[config.mk]
export PLATFORM = sky130hd
export DESIGN_NAME = mem_port_arbiter
export DESIGN_NICKNAME = d
export VERILOG_FILES = /design/src/rtl/mem_port_arbiter.sv
export SDC_FILE = /design/constraint.sdc
export NUM_CORES = 1
export LEC_CHECK = 0
export ABC_CLOCK_PERIOD_IN_PS = 1800
export CAP_MARGIN = 25
export CORE_MARGIN = 2
export CORE_UTILIZATION = 22
export CTS_CLUSTER_DIAMETER = 100
export DETAILED_ROUTE_END_ITERATION = 7
export GPL_TIMING_DRIVEN = 0
export MAX_ROUTING_LAYER = met4
export PLACE_DENSITY = 0.75
export SYNTH_ARGS = -nofsm -noshare
export SYNTH_HDL_FRONTEND = slang
export SYNTH_SLANG_ARGS = --single-unit
[constraint.sdc]
create_clock -name clk -period 1.8 [get_ports clk]
set_clock_uncertainty 0.15 [all_clocks]
set_input_delay 0.27 -clock clk [delete_from_list [all_inputs] [get_ports clk]]
set_output_delay 0.27 -clock clk [all_outputs]
set_load 0.02 [all_outputs]
[src/rtl/mem_port_arbiter.sv]
// Single-port memory arbiter between the CPU core and the debug/loader port.
// CPU has fixed priority; a starvation counter forces a debug grant after MAX_WAIT denials.
module mem_port_arbiter #(
  parameter int ADDR_W   = 4,
  parameter int DATA_W   = 8,
  parameter int MAX_WAIT = 4
) (
  input  logic              clk,
  input  logic              reset,
  input  logic              cpu_halt,
  input  logic              cpu_req,
  input  logic              cpu_we,
  input  logic [ADDR_W-1:0] cpu_addr,
  input  logic [DATA_W-1:0] cpu_wdata,
  output logic              cpu_gnt,
  output logic              cpu_rvalid,
  output logic [DATA_W-1:0] cpu_rdata,
  input  logic              dbg_req,
  input  logic              dbg_we,
  input  logic [ADDR_W-1:0] dbg_addr,
  input  logic [DATA_W-1:0] dbg_wdata,
  output logic              dbg_gnt,
  output logic              dbg_rvalid,
  output logic [DATA_W-1:0] dbg_rdata,
  output logic              mem_en,
  output logic              mem_we,
  output logic [ADDR_W-1:0] mem_addr,
  output logic [DATA_W-1:0] mem_wdata,
  input  logic [DATA_W-1:0] mem_rdata
);

  localparam int WAIT_W = $clog2(MAX_WAIT + 1);

  // Handshake: a requester holds req/we/addr/wdata stable until it sees gnt in the
  // same cycle; each gnt consumes exactly one access, and a read's data arrives
  // with a one-cycle rvalid pulse on the following cycle.
  typedef enum logic [1:0] {RSP_NONE, RSP_CPU, RSP_DBG} rsp_owner_t;

  rsp_owner_t        rsp_owner, rsp_owner_next;
  logic [WAIT_W-1:0] wait_cnt, wait_cnt_next;
  logic              dbg_pri;

  // State register
  always_ff @(posedge clk or negedge reset) begin
    if (!reset) begin
      rsp_owner <= RSP_NONE;
      wait_cnt  <= '0;
    end else begin
      rsp_owner <= rsp_owner_next;
      wait_cnt  <= wait_cnt_next;
    end
  end

  // Arbitration and next-state
  always_comb begin
    dbg_pri        = cpu_halt | (wait_cnt == WAIT_W'(MAX_WAIT));
    dbg_gnt        = reset & dbg_req & (dbg_pri | ~cpu_req);
    cpu_gnt        = reset & cpu_req & ~dbg_gnt;
    rsp_owner_next = RSP_NONE;
    if (dbg_gnt && !dbg_we)      rsp_owner_next = RSP_DBG;
    else if (cpu_gnt && !cpu_we) rsp_owner_next = RSP_CPU;
    wait_cnt_next = '0;
    if (dbg_req && !dbg_gnt) begin
      if (wait_cnt == WAIT_W'(MAX_WAIT)) wait_cnt_next = wait_cnt;
      else                               wait_cnt_next = wait_cnt + WAIT_W'(1);
    end
  end

  // Outputs: memory command mux and read-response steering
  always_comb begin
    mem_en     = cpu_gnt | dbg_gnt;
    mem_we     = 1'b0;
    mem_addr   = '0;
    mem_wdata  = '0;
    if (dbg_gnt) begin
      mem_we    = dbg_we;
      mem_addr  = dbg_addr;
      mem_wdata = dbg_wdata;
    end else if (cpu_gnt) begin
      mem_we    = cpu_we;
      mem_addr  = cpu_addr;
      mem_wdata = cpu_wdata;
    end
    cpu_rvalid = (rsp_owner == RSP_CPU);
    dbg_rvalid = (rsp_owner == RSP_DBG);
    cpu_rdata  = cpu_rvalid ? mem_rdata : '0;
    dbg_rdata  = dbg_rvalid ? mem_rdata : '0;
  end

endmodule

==> impl_results.md, run 1 <==
- Most area-hungry cell type in the Yosys netlist: dfrtp_1
- RSZ-0062 raised after global routing: true
- First-pass GRT wire length: 3.12 mm
- Reg clk slew, reported paths: around 0.04 ns
- Vias: 804
- Fin cells: 178
- Clock net sink count: 5
- Post-synthesis cell type count: 23
- Initial antenna violation count: 0
- Register share of total power: 0.211
- Cell count after synthesis: 61
- Drc violations: 0
- Pin count of the biggest net entering global routing: 11
- Syn avg cell area: 9.05 sq um
- Failing checks: setup timing
- VDD IR max: 0.228 mV
- Worst min path class: in2reg
- Total CTS buffers: 3
- CTS Root Cell: clkbuf_4
- Outcome: finished with violations
- Top cells by area, synth: dfrtp_1 23%, and2_1 18%, a22o_1 13%, a22o_2 7.3%, ha_1 4.5%
- Element type at the critical path end: output pin
- Clk_lat worst skew: 0.24 ns
- Setup ws final: -0.256 ns
- Row cnt: 18
- GPL Wtd Cong: 0.651
- Routed length per placed instance: 13.1 um
- Fmax: 486 MHz
- Critical path arrival: between 1.5 and 2 ns
- Synth top cells by count: 16 x and2_1, 8 x a22o_1, 5 x dfrtp_1
- Synth Register Bits: 5
- CTS max path bufs: 2
- Top FF cell, synth: dfrtp_1
- Switching fraction of total power: 0.314
- Placed insts: 163
- All-Layer GR Usage: 0.150
- Quantity of I/O buffers inserted on ports: roughly 70
- Via/cell ratio: approximately 4.5
- DRT iter0 DRCs: 10
- Starting Density: 0.227
- Comb pwr share: 0.574
- Internal power: between 400 and 500 uW
- GR Overflow Total: 0
- Synth warnings: 0
- Nets: 190
- Die X: 54.1 um
- Dpl hpwl: between 1.5 and 2 mm
- Layout cells sized above 1: 0.399
- Tmin final: 2.06 ns
- Clock share of power: 0.215
- Rel. slew slack: 0.832
- Top-count cell post-synth: and2_1
- EDFF count, synth: 0
- Post-synthesis cell area: between 500 and 600 sq um
- Drt pass-1 iters: 4
- Share of the synthesized area in the top cell type: 0.227
- Worst slew pin tran: about 0.25 ns
- Fin. Hold Viols: 0
- Post-route ant nets: 0
- P_leak: 0.000702 uW
- CTS tree: built
- Setup WS pre-CTS: -0.973 ns
- Final worst path period share: 1.14
- Mapped Nets: 102
- Core area: 0.00243 sq mm
- Final wirelength: 2.33 mm
- Startpoint types: flip-flop
- Max-cap violations: 0
- Setup CP Type: reg2out
- Hold WS: 0.340 ns
- Worst Path Required: 1.38 ns
- Psw: between 150 and 200 uW
- Power Density: 414 mW/mm^2
- Area Overhead vs Synth: 160%
- Ant. Diodes: 0
- Async set-reset flop share out of synthesis: 1.00
- Final setup violation count: 15
- DIE AREA: 0.00292 sq mm
- Max-slew violations: 0
- Vias in the first global route: between 700 and 800
- CP Max Fanout: 6
- Die Y-Extent: 54.1 um
- Sequential cell area fraction in the yosys report: 0.227
- H-tree depth: 1
- IO Count: between 70 and 80
## power groups by stage
stage | logic, uW | clock network [uW] | registers (uW)
floorplan | 121 | 0 | 127
global placement | 283 | 0 | 127
detailed placement | 288 | 0 | 128
CTS | 315 | 132 | 126
global route | 363 | 139 | 127
finish | 341 | 128 | 126
## registers in the layout (all words and copies together), names as in the netlist
signal	count
rsp_owner	2
wait_cnt	3
## layout by cell type, fill, tap and decap left out
cell             synthesis  final
inv_2                    0      3
buf_6                    2     17
nand2_1                  2      2
clkbuf_4                 0      3
buf_4                    0      7
clkbuf_1                 2      1
dlygate4sd2_1            0      5
xnor2_1                  1      1
o211a_4                  1      1
clkdlybuf4s15_1          0      3
nand3b_1                 1      1
ha_1                     2      1
clkbuf_2                 0     15
buf_12                   0      1
a22o_4                   0      3
mux2i_1                  1      1
mux2_4                   0      1
clkdlybuf4s50_1          0     36
dfrtp_1                  5      5
buf_2                    0      1
a22o_1                   8      7
and3_1                   1      1
a22o_2                   4      2
dlygate4sd3_1            0      1
and2b_2                  1      1
o21a_1                   1      1
and2_1                  16     16
ha_4                     0      1
buf_8                    0      1
a21oi_4                  1      2
o21ai_0                  1      1
nor3_1                   3      3
nor2b_1                  2      2
and2b_1                  1      1
## path summary, 6_finish.rpt
check	start	to	slack (ns)	cells after the start
min in group asynchronous	reset	wait_cnt[2]$_DFFE_PN0P_	0.55	2
worst max register to register	wait_cnt[1]$_DFFE_PN0P_	rsp_owner[1]$_DFF_PN0_	0.20	7
max in group asynchronous	reset	wait_cnt[1]$_DFFE_PN0P_	0.75	2
worst max-delay path	wait_cnt[1]$_DFFE_PN0P_	mem_wdata[0]	-0.26	7
worst min register to register	wait_cnt[0]$_DFFE_PN0P_	wait_cnt[0]$_DFFE_PN0P_	0.51	3
worst min-delay path	dbg_req	wait_cnt[2]$_DFFE_PN0P_	0.34	3
## per-stage QoR
step                      TNS [ns]  cell area (sq um)  power (uW)  utilization
after global routing         -4.31               1440         628        0.591
after floorplan             -0.271                561         248            -
after CTS                    -3.48               1410         573        0.579
final                        -3.32               1440         595        0.591
after global placement      -14.75               1320         410        0.542
after detailed placement    -15.60               1320         416        0.542
## per-layer routing
layer	GRT usage	share of wire	vias to the layer above
li1	-	-	391
met1	0.142	0.35	356
met4	0.0500	0	0
met5	-	0	-
met3	0.0250	0.13	0
met2	0.301	0.52	57
## logic make-up after synthesis
group / count (synthesis) / synth area share
xor+xnor: 1 / 0.0159
flops: 5 / 0.227
compound gates: 17 / 0.299
simple gates: 27 / 0.299
buf+inv: 7 / 0.0748
fa+ha+maj: 2 / 0.0453
mux: 2 / 0.0385
## repair_timing
action,in CTS,in global routing
buffers inserted,9,1
pin swaps,3,11
hold buffers,1,0
hold endpoints to repair,5,0
resized for setup,106,46
setup endpoints to repair,34,32
## final cells by class
class                           count  area (sq um)
Multi-Input combinational cell     49           433
Inverter                            3          11.3
Buffer                              4          36.3
Clock buffer                        4          26.3
Sequential cell                     5           125
Fill cell                         223           996
Tap cell                           30          37.5
Timing Repair Buffer               83           767
## critical path: stages (launching register included)
cell and delay, ns:
dfrtp_1 0.35, inv_2 0.05, ha_4 0.16, a21oi_4 0.18, a21oi_4 0.12, buf_4 0.16, a22o_2 0.25, buf_6 0.13
Power figures use the tool's default switching activity.
==> run 2, diff against run 1 <==
--- a/config.mk
+++ b/config.mk
@@ -6,7 +6,7 @@
 export NUM_CORES = 1
 export LEC_CHECK = 0
 export ABC_CLOCK_PERIOD_IN_PS = 1800
-export CAP_MARGIN = 25
+export CAP_MARGIN = 20
 export CORE_MARGIN = 2
 export CORE_UTILIZATION = 22
 export CTS_CLUSTER_DIAMETER = 100
==> results of run 2 <==
The final DEF is identical to that of run 1; final timing and power are the same.
